[config.mk]
export PLATFORM = sky130hd
export DESIGN_NAME = result_drain
export DESIGN_NICKNAME = d
export VERILOG_FILES = /design/src/rtl/result_drain_pkg.sv /design/src/rtl/drain_word_mux.sv /design/src/rtl/result_drain.sv
export SDC_FILE = /design/constraint.sdc
export NUM_CORES = 1
export LEC_CHECK = 0
export CAP_MARGIN = 10
export CORE_ASPECT_RATIO = 1.25
export CORE_MARGIN = 4
export CORE_UTILIZATION = 35
export DETAILED_ROUTE_END_ITERATION = 10
export SLEW_MARGIN = 20
export SYNTH_ARGS = -nofsm -noshare
export SYNTH_HDL_FRONTEND = slang
export SYNTH_SLANG_ARGS = --single-unit
[constraint.sdc]
create_clock -name clk -period 2.3 [get_ports clk]
set_clock_uncertainty 0.15 [all_clocks]
set_input_delay 0.345 -clock clk [delete_from_list [all_inputs] [get_ports clk]]
set_output_delay 0.345 -clock clk [all_outputs]
set_load 0.02 [all_outputs]
[src/rtl/result_drain_pkg.sv]
// Shared state encodings, default geometry and index-width helper for result_drain.
// No logic; no latency or backpressure of its own.
package result_drain_pkg;

  typedef enum logic [1:0] {
    DRAIN_IDLE = 2'd0,
    DRAIN_WAIT = 2'd1,
    DRAIN_SEND = 2'd2
  } drain_state_e;

  localparam int BITWIDTH      = 32;
  localparam int SIZE          = 4;
  localparam int NUM_UNIT      = 1;
  localparam int NUM_CYCLE     = 8;
  localparam int LOG_NUM_CYCLE = 4;

  // A single-element result still needs a 1-bit index.
  function automatic int idx_width(input int n);
    return (n > 1) ? $clog2(n) : 1;
  endfunction

endpackage

[src/rtl/drain_word_mux.sv]
// Registered N:1 word selector over the result vector; 1-cycle latency from sel/data.
// No flow control: reloads every cycle, so holding sel holds the word.
module drain_word_mux #(
  parameter int bitwidth = 32,
  parameter int n        = 4,
  parameter int iw       = 2
) (
  input  logic                  clk,
  input  logic                  rst,
  input  logic [bitwidth*n-1:0] data,
  input  logic [iw-1:0]         sel,
  output logic [bitwidth-1:0]   word
);

  always_ff @(posedge clk or negedge rst) begin
    if (!rst) begin
      word <= '0;
    end else begin
      word <= data[bitwidth*int'(sel) +: bitwidth];
    end
  end

endmodule

[src/rtl/result_drain.sv]
// Waits numCycle after start, snapshots the accelerator result, streams it one word per handshake.
// out_valid never depends on out_ready; out_data/out_last hold while stalled.
module result_drain
  import result_drain_pkg::*;
#(
  parameter int bitwidth    = BITWIDTH,
  parameter int size        = SIZE,
  parameter int numUnit     = NUM_UNIT,
  parameter int numCycle    = NUM_CYCLE,
  parameter int logNumCycle = LOG_NUM_CYCLE
) (
  input  logic                              clk,
  input  logic                              rst,
  input  logic                              start,
  input  logic [bitwidth*size*numUnit-1:0]  data_in_r,
  output logic [bitwidth-1:0]               out_data,
  output logic                              out_valid,
  input  logic                              out_ready,
  output logic                              out_last,
  output logic                              busy,
  output logic                              overrun,
  input  logic                              clr_overrun
);

  localparam int N  = size * numUnit;
  localparam int IW = idx_width(N);
  localparam logic [IW-1:0]          IDX_LAST = IW'(N - 1);
  localparam logic [logNumCycle-1:0] LAT_END  = logNumCycle'(numCycle - 1);

  drain_state_e           state, state_nxt;
  logic [logNumCycle-1:0] lat_cnt;
  logic [IW-1:0]          idx, idx_nxt;
  logic [bitwidth*N-1:0]  shadow, mux_src;
  logic                   hs, last_hs, capture, ignored_start;

  always_comb begin
    state_nxt     = state;
    idx_nxt       = idx;
    out_valid     = (state == DRAIN_SEND);
    busy          = (state != DRAIN_IDLE);
    out_last      = out_valid && (idx == IDX_LAST);
    hs            = out_valid && out_ready;
    last_hs       = hs && out_last;
    capture       = (state == DRAIN_WAIT) && (lat_cnt == LAT_END);
    ignored_start = start && ((state == DRAIN_WAIT) || (out_valid && !last_hs));
    case (state)
      DRAIN_IDLE: if (start) state_nxt = DRAIN_WAIT;
      DRAIN_WAIT: begin
        if (capture) begin
          state_nxt = DRAIN_SEND;
          idx_nxt   = '0;
        end
      end
      DRAIN_SEND: begin
        if (last_hs) begin
          state_nxt = start ? DRAIN_WAIT : DRAIN_IDLE;
          idx_nxt   = '0;
        end else if (hs) begin
          idx_nxt = idx + 1'b1;
        end
      end
      default: state_nxt = DRAIN_IDLE;
    endcase
    // The word register loads element 0 straight from the capture so valid data lines up with out_valid.
    mux_src = capture ? data_in_r : shadow;
  end

  always_ff @(posedge clk or negedge rst) begin
    if (!rst) begin
      state   <= DRAIN_IDLE;
      lat_cnt <= '0;
      idx     <= '0;
      shadow  <= '0;
      overrun <= 1'b0;
    end else begin
      state <= state_nxt;
      idx   <= idx_nxt;
      if ((state_nxt == DRAIN_WAIT) && (state != DRAIN_WAIT)) begin
        lat_cnt <= '0;
      end else if ((state == DRAIN_WAIT) && !capture) begin
        lat_cnt <= lat_cnt + 1'b1;
      end
      if (capture) shadow <= data_in_r;
      if (ignored_start) begin
        overrun <= 1'b1;
      end else if (clr_overrun) begin
        overrun <= 1'b0;
      end
    end
  end

  drain_word_mux #(
    .bitwidth (bitwidth),
    .n        (N),
    .iw       (IW)
  ) u_word_mux (
    .clk  (clk),
    .rst  (rst),
    .data (mux_src),
    .sel  (idx_nxt),
    .word (out_data)
  );

endmodule

; After elaboration in Yosys (flattened, before gate mapping)
; Index checks and enable logic that the tools add are counted.
[classes]
n_addsub = 2
multipliers = 0
div_mod_pow = 0
magnitude_cmp = 0
n_eq_ne = 6
shifts = 1
mux = 14
bitwise = 0
reduce_logical = 15
[op_table]
columns = op, count
row1 = $mux 128, 1
row2 = $shiftx 128x8->32, 1
row3 = $mux 2, 6
row4 = $logic_and 1x1->1, 8
row5 = $mux 4, 2
row6 = $pmux 2 s3, 1
row7 = $reduce_bool 2->1, 3
row8 = $add 4x1->4 const B, 1
row9 = $eq 2x1->1 const B, 2
row10 = $eq 2x2->1 const B, 2
row11 = $eq 4x3->1 const B, 1
row12 = $pmux 2 s2, 1
row13 = $mux 1, 3
row14 = $add 2x1->2 const B, 1
row15 = $logic_not 1->1, 2
row16 = $logic_not 2->1, 1
row17 = $ne 2x1->1 const B, 1
row18 = $logic_or 1x1->1, 1
[word_totals]
register_bits = 169
latch_bits = 0
ram_bits = 0
rom_bits = 0
wordCells = 44
memories = 0

; Logic depth before layout (Yosys ltp)
[depth]
depth_word = 8
ltp_mapped = 9
ltp_nobuf = 7

; By module
; A second synthesis with hierarchy kept.
[unflattened]
hier_cells = 403
hier_area_um2 = 7024.2
[modules_own_cells]
columns = module, n_inst, cells_each, area_each_um2, seq_area_each_um2
row1 = result_drain, 1, 332, 5408.9, 3428.3
row2 = drain_word_mux, 1, 71, 1615.3, 800.8

; Worst setup path after synthesis
; Ideal clock, no wire load.
[synth_path]
path_kind = register to register
startpoint = reg state[1]
endpoint = reg u_word_mux.word[10]
arrival_ns = 1.813
required_time_ns = 2.019
setup_slack_ns = 0.207
path_stages_with_launch = 9
path_buffers = 2
period_less_slack_ns = 2.093
cell_sequence = dfrtp_1 inv_1 ha_1 nand4_1 clkbuf_1 buf_2 mux2_2 mux2i_1 mux2i_1
[synth_via]
word_cells_on_any_way = 12
cone_classes = 2 x eq/ne / 1 x shift / 5 x mux / 4 x reduce/logical
[synth_rtl]
columns = element, line
row1 = "start, declared", result_drain.sv:30  ; drain_state_e state, state_nxt;
row2 = "start signal, assigned", result_drain.sv:76  ; state <= state_nxt;
row3 = $eq 2x1->1, result_drain.sv:44  ; capture = (state == DRAIN_WAIT) && (lat_cnt == LAT_END);
row4 = $logic_and 1x1->1, result_drain.sv:44
row5 = $mux 128, n/a
row6 = via mux_src[106], result_drain.sv:33  ; logic [bitwidth*N-1:0] shadow, mux_src;
row7 = $shiftx 128x8->32, drain_word_mux.sv:19  ; word <= data[bitwidth*int'(sel) +: bitwidth];
row8 = "end signal, assigned", drain_word_mux.sv:19
row9 = "end, declared", drain_word_mux.sv:12  ; output logic [bitwidth-1:0] word
; The timed path passes the listed nets, and every way through them passes these cells.
; A chain may end at the register's enable or synchronous reset.

; Final worst setup path
[layout_path]
startpoint = reg lat_cnt[0]
endpoint = reg u_word_mux.word[25]
[layout_via]
word_cells_on_any_way = 6
cone_classes = 1 x eq/ne / 1 x shift / 3 x mux / 1 x reduce/logical
[layout_rtl]
columns = element, line
row1 = "start, declared", result_drain.sv:31  ; logic [logNumCycle-1:0] lat_cnt;
row2 = "start signal, assigned", result_drain.sv:81  ; lat_cnt <= lat_cnt + 1'b1;
row3 = $eq 4x3->1, result_drain.sv:44
row4 = $logic_and 1x1->1, result_drain.sv:44
row5 = $mux 128, n/a
row6 = via mux_src[57], result_drain.sv:33
row7 = $shiftx 128x8->32, drain_word_mux.sv:19
; The timed path passes the listed nets, and every way through them passes these cells.

==> metrics.yaml <==
status:
  status: "finished clean"
finish:
  fin_nets: 795
  final_area_um2: 10100
  antenna_cells: 0
  drive_gt1_frac: 0.300
  syn2layout_area_growth_pct: 41.6
sta:
  finalWorstSetupSlack_ns: 0.0826
  finalCritPeriodShare: 0.964
  rsz0062_at_grt: "true"
  fmax_mhz: 451
  slew_headroom: 0.665
  tightest_slew_ns: 0.503
  hold_violations: 0
  setup_viol: 0
  tns_ns: 0
  report.final.slew_viol_count: 0
  fin_crit_ns: 2.22
floorplan:
  die_w_um: 136
  dieArea_um2: 22700
  die_y_um: 168
  rows: 58
  io-pin-count: 169
  core_um2: 20100
  initial_core_util: 0.354
pwr:
  p_per_area_nw_per_um2: 1220
  leakage_nw: 4.04
  ir_worst_vdd_mv: 0.588
synth:
  synth-main-ff-cell: "dfrtp_1"
  synth_edf_count: 0
  synth.distinct_cells: 25
  postSynth.asyncResetShare: 1.00
  synth_seq_cells: 169
  synth_top_area_cell: "dfrtp_1"
  synthAdderAreaFrac: 0.0105
  yosys.area.top_type_share: 0.594
  synth_most_common_cell: "dfrtp_1"
  synth_top_cells_by_area: "dfrtp_1 (59%), mux2_2 (20%), mux2i_1 (14%)"
  avgSynthCellArea_um2: 15.3
  ys_seq_area_frac: 0.594
  syn_nets: 604
  synthesis.area_um2: 7120
  synthSimpleGateAreaFrac: 0.0114
  synth_top_family_by_area: "multiplexers"
  postSynthCellCount: 465
  synth.mux.area_fraction: 0.339
  synth_xor_area_frac: 0.00246
  synth_common_cells: "dfrtp_1 (169), mux2_2 (128), mux2i_1 (97), buf_2 (17), inv_1 (8)"
  synth-compound-area-share: 0.0172
  ys_warn_count: 0
drt:
  dr.pass1.iters: 4
  final_antenna_net_count: 0
  drc: 0
  routedWlPerCell_um: 18.1
  vias: 4462
  drt_iter0_markers: 170
  routed_wl_um: 17000
  avgViaCountPerCell: 4.75
setup_path:
  cp_max_fo: 57
  cp-endpoint: "u_word_mux.word[25]"
  endpoint_kind: "flop"
  r2r_cells: 7
  arrival_ns: 2.37
  cp-startpoint: "lat_cnt[0]"
  crit_type: "reg -> reg"
  r2r_end: "u_word_mux.word[25]"
  startpoint_type: "flop"
  ff2ff_setup_slack_ns: 0.08
  critPathRequiredTime_ns: 2.45
  r2r-start: "lat_cnt[0]"
global_routing:
  top_usage_layer: "met2"
  use_met2: 0.248
  grt_pass1_vias: 4949
  track_usage: 0.146
  use_met3: 0.0481
  grt_antenna_before_repair: 0
  grt_max_degree: 67
  met1_usage: 0.180
  grt_pass1_wl_um: 26000
  grt_overflow: 0
clock_tree:
  ctsRootBufferMaster: "clkbuf_16"
  clock-sinks: 169
  htree_levels: 4
  clk_pin_slew_ns: 0.07
  cts-buffers-inserted: 17
  clkLatencyLatePin_ns: 0.43
  clock_path_buffers: 2
  cts_tree: "built"
run:
  drv_cap: 0
place:
  pre_cts_slack_ns: -0.0534
  gp_congestion: 0.792
  port-buffer-count: 168
  place_hpwl_um: 11500
  dpl-instance-area_um2: 9260
hold_path:
  hold_path.class: "in -> async"
area by class of cell:
cell class / count / area, um^2
clock buffer: 17 / 425
clock inverter: 15 / 179
fill: 1740 / 10000
inverter: 8 / 30.0
multi-input combinational: 265 / 2780
sequential: 169 / 4230
tap: 270 / 338
timing repair buffer: 195 / 2110
registers in the layout, summed over array words and instances, names as in the netlist:
name	flops
idx	2
lat_cnt	4
overrun	1
shadow	128
state	2
u_word_mux.word	32
metrics by stage:
step / util / hold WS [ns] / total power [mW] / std cells
2_1_floorplan: - / -0.101 / 7.63 / 465
3_3_place_gp: 0.461 / 0.180 / 9.06 / 898
3_5_place_dp: 0.461 / 0.186 / 9.24 / 898
4_1_cts: 0.492 / 0.293 / 12.3 / 932
5_1_grt: 0.502 / 0.316 / 13.1 / 939
6_report: 0.502 / 0.275 / 12.3 / 939
routing by layer:
layer	vias up	routed length, um
li1	2055	-
met1	2258	7170
met2	137	8640
met3	12	1030
met4	0	164
met5	-	0
how the worst min path moves through the flow:
stage                     start          to  slack [ns]  cells past startpoint
after floorplan             rst      idx[0]       -0.10                      0
after global placement      rst  shadow[70]        0.18                      1
after detailed placement    rst  shadow[69]        0.19                      1
after CTS                   rst  shadow[69]        0.29                      2
after global routing        rst  shadow[69]        0.32                      2
final                       rst  shadow[69]        0.28                      2
report_power, final:
part / internal [mW] / switching (mW) / total, mW
Combinational: 2.49 / 2.05 / 4.55
Clock: 1.64 / 1.29 / 2.94
Sequential: 4.45 / 0.407 / 4.85
critical path: stages, from the launching register on:
cell and delay [ns]:
dfrtp_1 0.41, ha_1 0.28, nand4_1 0.14, buf_4 0.14
buf_16 0.25, mux2_2 0.40, mux2i_2 0.16, mux2i_1 0.10
timing repair:
item | CTS | global route
hold buffers | 1 | 0
buffers inserted | 1 | 1
setup endpoints to repair | 8 | 37
resized for setup | 5 | 16
endpoints found under the hold margin | 50 | 0
gates cloned | 0 | 6
pin swaps | 1 | 1
cells by family after synthesis:
family | after synthesis
AO/OA/AOI/OAI | 16
XOR/XNOR | 2
adder cells (fa/ha/maj) | 6
buffers and inverters | 32
flip-flops | 169
multiplexers | 225
AND/OR/NAND/NOR | 15
cells in the final DEF (no fill, tap or decap), types with 2 or more instances in the layout:
master and n:
buf_4 9, a21oi_1 3, buf_16 2, clkdlybuf4s50_1 164, mux2i_1 94, mux2i_2 2, inv_8 4, nor2_1 6
xnor2_1 2, dfrtp_1 169, inv_1 6, mux2_2 128, ha_2 2, o31ai_1 2, clkinvlp_4 4, inv_2 2
nor2b_1 2, clkbuf_16 21, ha_1 3, buf_12 8, dlygate4sd2_1 2, nand4_1 2, bufinv_16 2, inv_6 4
o21ai_0 5, buf_6 3
Note: power is estimated with default switching activity, not from simulation.
